<file path="src/rtl/mem_align_pkg.sv">
`default_nettype none
// ============================================================================
// Module   : mem_align_pkg
// Purpose  : Shared state encoding, size codes and lane helpers for the
//            byte-lane-aware memory alignment bridge.
// Revision : 1.0 - initial release
// ============================================================================
package mem_align_pkg;

  typedef enum logic [2:0] {
    ST_IDLE  = 3'd0,
    ST_REQ0  = 3'd1,
    ST_WAIT0 = 3'd2,
    ST_REQ1  = 3'd3,
    ST_WAIT1 = 3'd4,
    ST_DONE  = 3'd5
  } state_t;

  localparam logic [1:0] SZ_B = 2'd0;
  localparam logic [1:0] SZ_H = 2'd1;
  localparam logic [1:0] SZ_W = 2'd2;
  localparam logic [1:0] SZ_D = 2'd3;

  // Two-beat byte-enable window; callers keep the low 2*NB bits.
  function automatic logic [15:0] be_gen(input logic [2:0] off, input logic [1:0] size);
    logic [15:0] m;
    m = (16'd1 << (4'd1 << size)) - 16'd1;
    return m << off;
  endfunction

  function automatic logic [63:0] extend(input logic [63:0] w, input logic [1:0] size,
                                         input logic uns);
    case (size)
      SZ_B:    return uns ? {56'd0, w[7:0]}  : {{56{w[7]}},  w[7:0]};
      SZ_H:    return uns ? {48'd0, w[15:0]} : {{48{w[15]}}, w[15:0]};
      SZ_W:    return uns ? {32'd0, w[31:0]} : {{32{w[31]}}, w[31:0]};
      default: return w;
    endcase
  endfunction

endpackage : mem_align_pkg
`default_nettype wire

</file>
<file path="src/rtl/mem_align_shifter.sv">
`default_nettype none
// ============================================================================
// Module   : mem_align_shifter
// Purpose  : Combinational lane datapath: write shift/byte-enable split and
//            read merge/shift/extend across two controller beats.
// Revision : 1.0 - initial release
// ============================================================================
module mem_align_shifter
  import mem_align_pkg::*;
#(
  parameter  int DATA_W = 32,
  localparam int NB     = DATA_W / 8,
  localparam int OFF_W  = $clog2(NB)
) (
  input  logic [OFF_W-1:0]  i_off,
  input  logic [1:0]        i_size,
  input  logic              i_uns,
  input  logic [DATA_W-1:0] i_wdata,
  input  logic [DATA_W-1:0] i_beat0,
  input  logic [DATA_W-1:0] i_beat1,
  output logic [DATA_W-1:0] o_wdata0,
  output logic [DATA_W-1:0] o_wdata1,
  output logic [NB-1:0]     o_be0,
  output logic [NB-1:0]     o_be1,
  output logic [DATA_W-1:0] o_rdata
);

  logic [63:0]         w_mask;
  logic [DATA_W-1:0]   w_masked;
  logic [2*DATA_W-1:0] w_wide;
  logic [15:0]         w_be16;
  logic [2*NB-1:0]     w_be2;
  logic [2*DATA_W-1:0] w_merge;
  logic [63:0]         w_ext;

  always_comb begin
    case (i_size)
      SZ_B:    w_mask = 64'h0000_0000_0000_00FF;
      SZ_H:    w_mask = 64'h0000_0000_0000_FFFF;
      SZ_W:    w_mask = 64'h0000_0000_FFFF_FFFF;
      default: w_mask = '1;
    endcase
    w_masked = i_wdata & w_mask[DATA_W-1:0];
    w_wide   = {{DATA_W{1'b0}}, w_masked} << {i_off, 3'b000};
    w_be16   = be_gen(3'(i_off), i_size);
    w_be2    = w_be16[2*NB-1:0];
    // Beat1 sits above beat0 so a right shift by the offset aligns the access.
    w_merge  = {i_beat1, i_beat0} >> {i_off, 3'b000};
    w_ext    = extend(64'(w_merge[DATA_W-1:0]), i_size, i_uns);
  end

  assign o_wdata0 = w_wide[DATA_W-1:0];
  assign o_wdata1 = w_wide[2*DATA_W-1:DATA_W];
  assign o_be0    = w_be2[NB-1:0];
  assign o_be1    = w_be2[2*NB-1:NB];
  assign o_rdata  = w_ext[DATA_W-1:0];

endmodule : mem_align_shifter
`default_nettype wire

</file>
<file path="src/rtl/mem_align_bridge.sv">
`default_nettype none
// ============================================================================
// Module   : mem_align_bridge
// Purpose  : Unaligned load/store bridge in front of a busy-handshake memory
//            controller. Define MEM_ALIGN_SPLIT_EN to split word-crossing
//            accesses into two beats; otherwise they are rejected.
// Revision : 1.0 - initial release
// ============================================================================
module mem_align_bridge
  import mem_align_pkg::*;
#(
  parameter int ADDR_W = 32,
  parameter int DATA_W = 32
) (
  input  logic                 clk,
  input  logic                 rst_x,
  input  logic                 i_rd_en,
  input  logic                 i_wr_en,
  input  logic [ADDR_W-1:0]    i_addr,
  input  logic [DATA_W-1:0]    i_data,
  input  logic [2:0]           i_ctrl,
  output logic [DATA_W-1:0]    o_data,
  output logic                 o_busy,
  output logic                 o_err,
  output logic                 o_m_rd,
  output logic                 o_m_wr,
  output logic [ADDR_W-1:0]    o_m_addr,
  output logic [DATA_W-1:0]    o_m_wdata,
  output logic [DATA_W/8-1:0]  o_m_be,
  input  logic [DATA_W-1:0]    i_m_rdata,
  input  logic                 i_m_busy
);

  localparam int NB    = DATA_W / 8;
  localparam int OFF_W = $clog2(NB);

  state_t            r_state;
  state_t            w_nxt;
  logic [ADDR_W-1:0] r_addr;
  logic [DATA_W-1:0] r_wdata;
  logic [2:0]        r_ctrl;
  logic              r_is_rd;
  logic              r_rej;
  logic              r_stall;
  logic              r_err;
  logic [DATA_W-1:0] r_beat0;
  logic [DATA_W-1:0] r_rd_data;
`ifdef MEM_ALIGN_SPLIT_EN
  logic              r_cross;
  logic [DATA_W-1:0] r_beat1;
`endif

  logic              w_accept;
  logic [4:0]        w_span;
  logic              w_cross_in;
  logic              w_bad_size;
  logic              w_rej_in;
  logic              w_in_b1;
  logic              w_strobe;
  logic [ADDR_W-1:0] w_beat0_addr;
  logic [DATA_W-1:0] w_beat1;
  logic [DATA_W-1:0] w_wd0;
  logic [DATA_W-1:0] w_wd1;
  logic [NB-1:0]     w_be0;
  logic [NB-1:0]     w_be1;
  logic [DATA_W-1:0] w_rdata;

  assign w_accept   = (r_state == ST_IDLE) && (i_rd_en || i_wr_en) && !o_busy;
  assign w_span     = 5'(i_addr[OFF_W-1:0]) + (5'd1 << i_ctrl[1:0]);
  assign w_cross_in = w_span > 5'(NB);
  assign w_bad_size = i_ctrl[1:0] > 2'(OFF_W);

`ifdef MEM_ALIGN_SPLIT_EN
  assign w_rej_in = w_bad_size;
  assign w_in_b1  = (r_state == ST_REQ1) || (r_state == ST_WAIT1);
  assign w_strobe = (r_state == ST_REQ0) || (r_state == ST_REQ1);
  assign w_beat1  = r_cross ? r_beat1 : '0;
`else
  assign w_rej_in = w_bad_size || w_cross_in;
  assign w_in_b1  = 1'b0;
  assign w_strobe = (r_state == ST_REQ0);
  assign w_beat1  = '0;
`endif

  mem_align_shifter #(
    .DATA_W (DATA_W)
  ) u_shifter (
    .i_off    (r_addr[OFF_W-1:0]),
    .i_size   (r_ctrl[1:0]),
    .i_uns    (r_ctrl[2]),
    .i_wdata  (r_wdata),
    .i_beat0  (r_beat0),
    .i_beat1  (w_beat1),
    .o_wdata0 (w_wd0),
    .o_wdata1 (w_wd1),
    .o_be0    (w_be0),
    .o_be1    (w_be1),
    .o_rdata  (w_rdata)
  );

  always_ff @(posedge clk or negedge rst_x) begin
    if (!rst_x) begin
      r_state   <= ST_IDLE;
      r_addr    <= '0;
      r_wdata   <= '0;
      r_ctrl    <= '0;
      r_is_rd   <= 1'b0;
      r_rej     <= 1'b0;
      r_stall   <= 1'b0;
      r_err     <= 1'b0;
      r_beat0   <= '0;
      r_rd_data <= '0;
`ifdef MEM_ALIGN_SPLIT_EN
      r_cross   <= 1'b0;
      r_beat1   <= '0;
`endif
    end else begin
      r_state <= w_nxt;
      // Registered so a rejected access stays busy one extra cycle with the error.
      r_err   <= (r_state == ST_DONE) && r_rej;
      if (w_accept) begin
        r_addr  <= i_addr;
        r_wdata <= i_data;
        r_ctrl  <= i_ctrl;
        r_is_rd <= i_rd_en;
        r_rej   <= w_rej_in;
        r_stall <= 1'b1;
`ifdef MEM_ALIGN_SPLIT_EN
        r_cross <= w_cross_in;
`endif
      end else if (r_state == ST_DONE) begin
        r_stall <= 1'b0;
      end
      if ((r_state == ST_WAIT0) && !i_m_busy && r_is_rd) begin
        r_beat0 <= i_m_rdata;
      end
`ifdef MEM_ALIGN_SPLIT_EN
      if ((r_state == ST_WAIT1) && !i_m_busy && r_is_rd) begin
        r_beat1 <= i_m_rdata;
      end
`endif
      if ((r_state == ST_DONE) && r_is_rd && !r_rej) begin
        r_rd_data <= w_rdata;
      end
    end
  end

  always_comb begin
    w_nxt = r_state;
    case (r_state)
      ST_IDLE:  if (w_accept) w_nxt = w_rej_in ? ST_DONE : ST_REQ0;
      ST_REQ0:  if (i_m_busy) w_nxt = ST_WAIT0;
      ST_WAIT0: begin
        if (!i_m_busy) begin
`ifdef MEM_ALIGN_SPLIT_EN
          w_nxt = r_cross ? ST_REQ1 : ST_DONE;
`else
          w_nxt = ST_DONE;
`endif
        end
      end
`ifdef MEM_ALIGN_SPLIT_EN
      ST_REQ1:  if (i_m_busy) w_nxt = ST_WAIT1;
      ST_WAIT1: if (!i_m_busy) w_nxt = ST_DONE;
`endif
      ST_DONE:  w_nxt = ST_IDLE;
      default:  w_nxt = ST_IDLE;
    endcase
  end

  assign w_beat0_addr = {r_addr[ADDR_W-1:OFF_W], {OFF_W{1'b0}}};

  assign o_m_rd    = w_strobe && r_is_rd;
  assign o_m_wr    = w_strobe && !r_is_rd;
  assign o_m_addr  = w_in_b1 ? (w_beat0_addr + ADDR_W'(NB)) : w_beat0_addr;
  assign o_m_wdata = w_in_b1 ? w_wd1 : w_wd0;
  assign o_m_be    = o_m_wr ? (w_in_b1 ? w_be1 : w_be0) : '0;
  assign o_data    = r_rd_data;
  assign o_err     = r_err;
  assign o_busy    = r_stall || r_err || i_m_busy;

endmodule : mem_align_bridge
`default_nettype wire

</file>
<file path="config.mk">
export PLATFORM = sky130hd
export DESIGN_NAME = mem_align_bridge
export DESIGN_NICKNAME = d
export VERILOG_FILES = /design/src/rtl/mem_align_pkg.sv /design/src/rtl/mem_align_shifter.sv /design/src/rtl/mem_align_bridge.sv
export SDC_FILE = /design/constraint.sdc
export NUM_CORES = 1
export LEC_CHECK = 0
export ABC_AREA = 1
export BUFFER_PORTS_ARGS = -buffer_cell sky130_fd_sc_hd__buf_4
export CAP_MARGIN = 20
export CORE_MARGIN = 1.5
export CORE_UTILIZATION = 40
export DETAILED_ROUTE_END_ITERATION = 8
export GPL_TIMING_DRIVEN = 0
export HOLD_SLACK_MARGIN = 0.12
export PLACE_DENSITY = 0.65
export SETUP_SLACK_MARGIN = 0.5
export SYNTH_ARGS = -nofsm -noshare
export SYNTH_HDL_FRONTEND = slang
export SYNTH_SLANG_ARGS = --single-unit
</file>
<file path="constraint.sdc">
create_clock -name clk -period 1.6 [get_ports clk]
set_input_delay 0.16 -clock clk [delete_from_list [all_inputs] [get_ports clk]]
set_output_delay 0.16 -clock clk [all_outputs]
set_load 0.005 [all_outputs]
</file>
==> impl_metrics.py, run 1 <==
metrics = {
    "floorplanning": {
        "core_area_um2": 17240,
        "num_rows": 48,
        "die_h_um": 135.7,
        "start_util_pct": 40.89,
        "die_area_um2": 18430,
        "die_x_um": 135.7,
        "boundaryPins": 208,
    },
    "worst_setup_path": {
        "cpMostUsedCell": "buf_4",
        "crit_slowest_cell": "dfrtp_2",
        "crit_type": "reg2out",
        "path_cells": "buf_4 -> nor2_4 -> buf_8 -> a31oi_1 -> o21ai_1 -> buf_4",
        "worstSetupEndpointType": "output port",
        "cpPeakStageDelay_ns": 0.47,
        "start_kind": "flop",
        "reg2reg_setup_slack_ns": -0.22,
        "worstPathArrival_ns": 1.83,
        "cp_max_fo": 5,
        "worstPathRequired_ns": 1.44,
    },
    "placed_design": {
        "gp_congestion": 0.8737,
        "hpwl_mm": 16.07,
        "dp_cells": 1361,
        "placed_cell_area_um2": 9238,
        "numPortBuffers": 205,
    },
    "logic_synthesis": {
        "synth.most_common_cell": "nand2_1",
        "synth_top_cell_by_area": "dfrtp_1",
        "synth.area.top_cells": "dfrtp_1 49%, nand2_1 21%, nor2_1 4.8%",
        "synth_flop_cell": "dfrtp_1",
        "synth-edff-count": 0,
        "ys_warn_count": 0,
        "synth_area_um2": 7048,
        "yosys.area.top_type_share_pct": 49.00,
        "ys_seq_elements": 138,
        "synth_area_per_cell_um2": 7.587,
        "synthTopCellsByCount": "389 x nand2_1, 138 x dfrtp_1, 91 x nor2_1",
        "ys_seq_area_share_pct": 49.00,
        "async_flop_share_pct": 100.0,
        "synth_cell_types": 33,
        "synth_cells": 929,
    },
    "sta": {
        "setup_ws_ns": -0.3908,
        "worst_hold_slack_ns": -0.2819,
        "slew_headroom_pct": 60.63,
        "hold_violations": 57,
        "worst_clock_skew_ns": 0.01200,
        "period_share_pct": 124.4,
        "finalMaxSlewViolations": 0,
        "timing.fmax_mhz": 502.3,
        "worstMarginPinSlew_ns": 0.5906,
        "tns_ns": -27.01,
        "rsz0062_at_grt": "yes",
        "post-route-min-period_ns": 1.991,
        "setup_viol": 170,
    },
    "finish": {
        "final_area_um2": 14680,
        "final-seq-area_um2": 3458,
        "layout-drive-gt1-share_pct": 57.98,
        "area.growth.synth_to_final_pct": 108.3,
        "diodes": 0,
        "final_cells": 1648,
        "nets": 1517,
        "multi_input_comb_area_um2": 4305,
        "fill_cells": 778,
        "post-route-util_pct": 85.18,
    },
    "drt": {
        "dr_total_vias": 8982,
        "antenna_left": 0,
        "firstDrtPassIters": 7,
        "drc_errors": 0,
        "first_iter_violations": 756,
        "post_drt_via_cell_ratio": 5.450,
        "routed_wl_mm": 35.43,
        "wl_per_cell_um": 21.50,
    },
    "clock_tree": {
        "htree_num_levels": 4,
        "clkLatencyLatePin_ns": 0.44,
        "cts_tree": "built",
        "clk_pin_slew_ns": 0.06,
        "cts_hold_buf": 101,
        "root_buffer": "clkbuf_16",
        "clock-sinks": 138,
        "numCtsBuffers": 17,
        "cts_buffer_depth": 2,
    },
    "pwr": {
        "p_per_area_nw_per_um2": 563.6,
        "ir_worst_vdd_v": 0.0008070,
        "leakage_uw": 0.007615,
    },
    "outcome": {
        "failed_checks": "negative hold slack, negative setup slack",
        "status": "finished with violations",
    },
    "grt": {
        "grt_overflow": 0,
        "grt_usage_pct": 30.34,
        "grt_max_degree": 82,
        "antenna_found_initial": 0,
        "grt_pass1_vias": 8145,
        "grt_pass1_wl_mm": 42.41,
    },
    "hold_path": {
        "hold_path_class": "in2async",
    },
    "run": {
        "drv_cap": 0,
    },
}
-- what timing repair did --
item / CTS / global route
gates cloned: 21 / 7
hold endpoints to repair: 160 / 57
pin swaps: 53 / 58
buffers inserted: 75 / 51
setup endpoints to repair: 231 / 240
gates resized for setup: 365 / 256
-- critical path, delay by kind of cell, from the launching register on --
kind	cells	cell delay [ns]
flops	1	0.47
simple gates	1	0.24
buf+inv	3	0.48
compound gates	2	0.21
-- registers in the layout (all words and copies together), names as in the netlist --
register,count
o_data,32
r_state,3
r_stall,1
o_err,1
r_beat0,32
r_addr,32
r_rej,1
r_ctrl,3
r_is_rd,1
r_wdata,32
-- layout by cell type (no fill, tap or decap), types with 35 or more instances in the layout --
master         count
buf_4            228
nand2_1          213
dfrtp_1          134
buf_6            129
nand2_2          123
dlygate4sd3_1    101
inv_1             61
nand2_4           55
nor2_1            38
nor2_4            35
-- final cells by class --
cell class,count,area share [%]
timing repair buffer,458,31.15
multi-input combinational,638,29.33
sequential,138,23.56
buffer,77,7.508
clock buffer,21,3.136
inverter,79,2.318
tap,225,1.918
clock inverter,11,0.9801
timing repair inverter,1,0.1108
-- logic make-up (layout without fill, tap and decap cells) --
kind of cell | after synthesis | count (layout) | share of synthesized area (%)
and+or+nand+nor | 538 | 540 | 31.32
buffers and inverters | 156 | 647 | 11.18
DFF | 138 | 138 | 49.00
AOI/OAI and AO/OA | 92 | 92 | 7.687
adders and majority gates | 3 | 3 | 0.6390
other | 1 | 2 | 0.05321
xor gates and xnor gates | 1 | 1 | 0.1243
-- worst paths after layout --
check / startpoint / end / depth (start not counted)
min: rst_x / r_state[0] / 1
min reg2reg: r_wdata[13] / r_wdata[13] / 2
max: r_addr[0] / o_m_wdata[25] / 6
max in group asynchronous: rst_x / r_addr[0] / 2
max reg2reg: r_state[0] / r_addr[13] / 11
min in group clk: i_m_busy / r_state[0] / 4
-- power breakdown --
part / internal [µW] / total, µW / switching [µW]
clock: 2530 / 4190 / 1650
combinational: 348 / 600 / 252
sequential: 3490 / 3490 / 0
-- per-stage QoR --
stage               power [µW]  setup slack (ns)
finish                    8274           -0.3908
global route              8464           -0.4298
CTS                       8139           -0.2753
detailed placement        3882          -0.09033
global placement          3868           -0.4230
floorplan                 3589            0.2757
-- routing by layer --
layer,GRT usage (%),share of wire [%],up-vias
li1,-,-,3831
met1,35.60,35,4352
met2,53.67,51,590
met3,6.210,7.6,209
met4,12.90,7.0,0
met5,0,0,-
(Power assumes the default switching activity.)
==> run 2, diff against run 1 <==
Settings changed: CTS_BUF_LIST set to sky130_fd_sc_hd__clkbuf_16, PLACE_DENSITY 0.65 to unset, PLACE_DENSITY_LB_ADDON set to 0.12.
==> run 2 against run 1 <==
  * The run still ends with negative hold slack, negative setup slack left
  * Final cell count rose by 2.5%
  * Clock power fell by 8.8%
  * Power fell by 4.2%
  * Combinational power rose by 4.0%
==> impl_metrics.py, run 2 (same netlist as run 1, synthesis figures left out) <==
metrics = {
    "outcome": {
        "status": "finished with violations",
        "failed_checks": "negative hold slack, negative setup slack",
    },
    "floorplanning": {
        "core_area_um2": 17240,
        "die_x_um": 135.7,
        "num_rows": 48,
        "boundaryPins": 208,
        "die_h_um": 135.7,
        "die_area_um2": 18430,
        "start_util_pct": 40.89,
    },
    "grt": {
        "grt_usage_pct": 33.09,
        "grt_pass1_wl_mm": 46.15,
        "grt_max_degree": 92,
        "grt_overflow": 0,
        "antenna_found_initial": 0,
        "grt_pass1_vias": 8731,
    },
    "worst_setup_path": {
        "cp_max_fo": 6,
        "path_cells": "inv_4 -> buf_12 -> buf_16 -> o21ai_4 -> o21ai_1 -> buf_4",
        "timing.rr.end": "r_rej",
        "worstPathArrival_ns": 1.92,
        "reg2reg_setup_slack_ns": -0.23,
        "crit_start": "r_addr[0]",
        "start_kind": "flop",
        "r2r_cells": 12,
        "cp.depth": 6,
        "worstPathRequired_ns": 1.44,
        "crit_type": "reg2out",
        "crit_family": "buffers and inverters",
        "r2r-start": "r_state[2]",
        "crit_slowest_cell": "dfrtp_2",
        "cp_num_buf_inv": 4,
        "cpPeakStageDelay_ns": 0.48,
        "worstSetupEndpointType": "output port",
        "crit_end": "o_m_wdata[30]",
    },
    "sta": {
        "post-route-min-period_ns": 2.080,
        "finalMaxSlewViolations": 0,
        "hold_violations": 47,
        "worst_hold_slack_ns": -0.3385,
        "setup_ws_ns": -0.4796,
        "timing.fmax_mhz": 480.9,
        "worst_clock_skew_ns": 0.01131,
        "rsz0062_at_grt": "yes",
        "period_share_pct": 130.0,
        "setup_viol": 172,
    },
    "hold_path": {
        "hold_path_class": "in2async",
    },
    "drt": {
        "post_drt_via_cell_ratio": 5.651,
        "antenna_left": 0,
        "wl_per_cell_um": 23.95,
        "first_iter_violations": 929,
        "routed_wl_mm": 40.45,
        "dr_total_vias": 9545,
        "drc_errors": 0,
        "firstDrtPassIters": 6,
    },
    "finish": {
        "final_cell_mix": "237 x buf_4, 164 x nand2_1, 161 x nand2_2",
        "layout_commonest_cell": "buf_4",
        "multi_input_comb_area_um2": 4551,
        "nets": 1558,
        "fill_cells": 647,
        "layout-drive-gt1-share_pct": 62.36,
        "final_cells": 1689,
        "diodes": 0,
        "area.growth.synth_to_final_pct": 118.3,
        "final-seq-area_um2": 3461,
        "final_area_um2": 15390,
    },
    "run": {
        "drv_cap": 0,
    },
    "placed_design": {
        "numPortBuffers": 205,
        "placed_cell_area_um2": 9238,
        "dp_cells": 1361,
        "hpwl_mm": 15.68,
        "gp_congestion": 0.8582,
    },
    "pwr": {
        "ir_worst_vdd_v": 0.0007502,
        "p_per_area_nw_per_um2": 515.5,
        "leakage_uw": 0.007993,
    },
    "clock_tree": {
        "clkLatencyLatePin_ns": 0.44,
        "htree_num_levels": 4,
        "numCtsBuffers": 17,
        "clock-sinks": 138,
        "cts_hold_buf": 101,
        "root_buffer": "clkbuf_16",
        "cts_tree": "built",
        "cts_buffer_depth": 2,
        "clk_pin_slew_ns": 0.07,
    },
}
## run 2: what timing repair did
| item | 4_1_cts | 5_1_grt |
|---|---|---|
| endpoints found under the setup margin | 232 | 240 |
| buffers inserted | 105 | 52 |
| pin swaps | 92 | 92 |
| endpoints found under the hold margin | 150 | 47 |
| gates cloned | 32 | 6 |
| resized for setup | 437 | 294 |
## run 2: layer usage
layer  track usage, %  vias to the layer above  wire length, µm
li1                 -                     3901                -
met4            17.32                        2             3414
met2            57.98                      757            19920
met3            7.632                      309             3822
met5                0                        -               10
met1            37.44                     4576            13280
## run 2: how the worst min path moves through the flow
stage                    start    endpoint
finish                   rst_x  r_beat0[5]
detailed placement       rst_x  o_data[10]
CTS                      rst_x  r_beat0[5]
global route             rst_x  r_beat0[5]
floorplan                rst_x   o_data[0]
global placement    i_addr[25]  r_addr[25]
## run 2: layout make-up
class	instances	share of cell area, %
inverters	79	2.301
clock buffers	17	2.765
repair buffers	497	32.97
flip-flops and latches	138	22.49
repair inverters	3	0.2846
clock inverters	15	0.8295
well taps	225	1.830
multi-input cells	638	29.58
plain buffers	77	6.953
## run 2: metrics by stage
stage / TNS, ns / util [%] / total power (µW) / setup slack (ns)
floorplan: 0 / - / 3589 / 0.2757
global placement: -34.50 / 53.41 / 3862 / -0.3983
detailed placement: -0.2111 / 53.59 / 3874 / -0.07538
CTS: -7.745 / 80.23 / 7791 / -0.2552
global route: -33.76 / 89.26 / 8108 / -0.5325
finish: -30.36 / 89.26 / 7931 / -0.4796
## run 2: where the power goes
part	switching (µW)	total, µW	internal, µW	leakage (µW)
combinational	272	624	351	0.00598
clock	1690	3820	2130	0.000253
sequential	0	3490	3490	0.00176
total	1960	7930	5970	0.00799
==> run 3, diff against run 2 <==
Settings changed: CORE_UTILIZATION 40 to 30.
==> run 3 against run 2 <==
  * The flow still finishes with violations (negative hold slack, negative setup slack)
  * Final cell count grew 4.4%
  * Power grew 1.1%
  * Clock skew shrank 0.0020 ns
  * Clock power grew 4%
  * First-iteration DRC count shrank 67%
  * Final area shrank 0.15%
  * Global-route usage shrank 9.3 points
  * Non-clock buffer count shrank 11
  * Register-to-register slack is essentially flat
  * Die area grew 33%
  * Sequential share of layout area is essentially flat
  * Critical path type unchanged
  * Critical endpoint is now o_m_wdata[31]
==> impl_metrics.py, run 3 (same netlist as run 1, synthesis figures left out) <==
metrics = {
    "outcome": {
        "status": "finished with violations",
        "failed_checks": "negative hold slack, negative setup slack",
    },
    "clock_tree": {
        "clk_pin_slew_ns": 0.06,
        "cts_buffer_depth": 2,
        "numCtsBuffers": 17,
        "clkLatencyLatePin_ns": 0.43,
        "cts_tree": "built",
        "cts_hold_buf": 101,
        "clock-sinks": 138,
        "root_buffer": "clkbuf_16",
        "htree_num_levels": 4,
    },
    "placed_design": {
        "post-place-ws_ns": -0.2191,
        "dp_cells": 1449,
        "numPortBuffers": 205,
        "gp_congestion": 0.7987,
        "hpwl_mm": 17.16,
    },
    "worst_setup_path": {
        "r2r-start": "r_addr[0]",
        "cpPeakStageDelay_ns": 0.45,
        "reg2reg_setup_slack_ns": -0.24,
        "crit_slowest_cell": "dfrtp_2",
        "worstSetupEndpointType": "output port",
        "start_kind": "flop",
        "worstPathRequired_ns": 1.44,
        "cp_max_fo": 7,
        "crit_type": "reg2out",
        "r2r_cells": 15,
        "timing.rr.end": "o_data[29]",
        "worstPathArrival_ns": 1.74,
        "path_cells": "inv_8 -> buf_12 -> nand2_8 -> buf_8 -> nor2_2 -> a41oi_2 -> o21ai_2 -> buf_4",
    },
    "finish": {
        "fill_cells": 1787,
        "final_cell_mix": "224 x buf_4, 191 x nand2_1, 149 x buf_6",
        "final_cells": 1764,
        "layout-drive-gt1-share_pct": 59.41,
        "nets": 1545,
        "area.growth.synth_to_final_pct": 118.0,
        "layout_commonest_cell": "buf_4",
        "diodes": 0,
        "post-route-util_pct": 67.25,
    },
    "pwr": {
        "p_per_area_nw_per_um2": 521.8,
        "ir_worst_vdd_v": 0.0005644,
        "leakage_uw": 0.007969,
    },
    "floorplanning": {
        "start_util_pct": 30.85,
        "num_rows": 55,
        "boundaryPins": 208,
        "die_h_um": 156.3,
        "die_area_um2": 24420,
        "die_x_um": 156.3,
        "core_area_um2": 22850,
    },
    "sta": {
        "tns_ns": -20.04,
        "post-route-min-period_ns": 1.903,
        "setup_ws_ns": -0.3032,
        "hold_violations": 58,
        "finalMaxSlewViolations": 0,
        "setup_viol": 158,
        "timing.fmax_mhz": 525.4,
        "rsz0062_at_grt": "yes",
        "slew_headroom_pct": 60.72,
        "worstMarginPinSlew_ns": 0.5892,
        "worst_hold_slack_ns": -0.2925,
        "period_share_pct": 118.9,
        "worst_clock_skew_ns": 0.009346,
    },
    "grt": {
        "grt_overflow": 0,
        "grt_max_degree": 81,
        "grt_usage_pct": 23.75,
        "antenna_found_initial": 0,
        "grt_pass1_vias": 8365,
        "grt_pass1_wl_mm": 44.49,
    },
    "drt": {
        "dr_total_vias": 8097,
        "antenna_left": 0,
        "drc_errors": 0,
        "routed_wl_mm": 29.51,
        "post_drt_via_cell_ratio": 4.590,
        "wl_per_cell_um": 16.73,
        "firstDrtPassIters": 4,
        "first_iter_violations": 306,
    },
    "run": {
        "drv_cap": 0,
    },
    "hold_path": {
        "hold_path_class": "in2async",
    },
}
-- run 3: changes by cell type in the layout (fill, tap and decap cells not counted), sizes merged --
cell      before  now
buf          450  440
bufbuf         1    3
bufinv         1    2
clkbuf        39   36
clkinv         8    6
clkinvlp       7    5
inv           81   82
-- run 3: final cells by class --
class,count,area (µm²),share of cell area (%)
multi-input cells,638,4429,28.83
well taps,313,391.6,2.549
repair buffers,486,5061,32.94
plain buffers,77,1062,6.914
inverters,79,366.6,2.386
clock buffers,17,425.4,2.769
clock inverters,15,151.4,0.9854
flip-flops and latches,138,3460,22.52
repair inverters,1,16.27,0.1059
-- run 3: worst max path at each step --
| stage | depth (start not counted) | start | end |
|---|---|---|---|
| after floorplan | 9 | i_ctrl[0] | r_state[2] |
| after global placement | 1 | rst_x | r_addr[1] |
| after detailed placement | 4 | r_addr[1] | o_m_wdata[25] |
| after CTS | 7 | r_addr[0] | o_m_wdata[31] |
| after global routing | 8 | r_addr[1] | o_m_wdata[31] |
| final | 8 | r_addr[1] | o_m_wdata[31] |
-- run 3: what timing repair did --
action                                  in CTS  in global routing
endpoints found under the setup margin     238                239
cloned                                      25                  3
pin swaps                                   77                 92
resized for setup                          410                272
endpoints found under the hold margin      161                 58
setup buffers                              111                 43
-- run 3: through the flow --
stage | area, µm² | total power [µW]
after floorplan | 7386 | 3589
after global placement | 9316 | 3869
after detailed placement | 9348 | 3881
after CTS | 13900 | 8045
after global routing | 15360 | 8293
final | 15360 | 8016
-- run 3: power breakdown --
part / switching, µW / internal [µW] / total, µW
Clock: 1660 / 2290 / 3960
Sequential: 0 / 3490 / 3490
Combinational: 221 / 347 / 569
-- run 3: critical path, delay by kind of cell, from the launching register on --
kind | cells | cell delay [ns]
AO/OA/AOI/OAI | 2 | 0.29
AND/OR/NAND/NOR | 2 | 0.11
flip-flops | 1 | 0.45
buffers and inverters | 4 | 0.46
-- run 3: routing by layer --
layer | routed length (µm) | share of wire [%] | track usage (%) | vias up
met1 | 11700 | 40 | 27.89 | 3921
met2 | 15500 | 53 | 42.31 | 232
met3 | 1607 | 5.4 | 5.677 | 53
li1 | - | - | - | 3891
met4 | 701 | 2.4 | 8.027 | 0
met5 | 0 | 0 | 0 | -
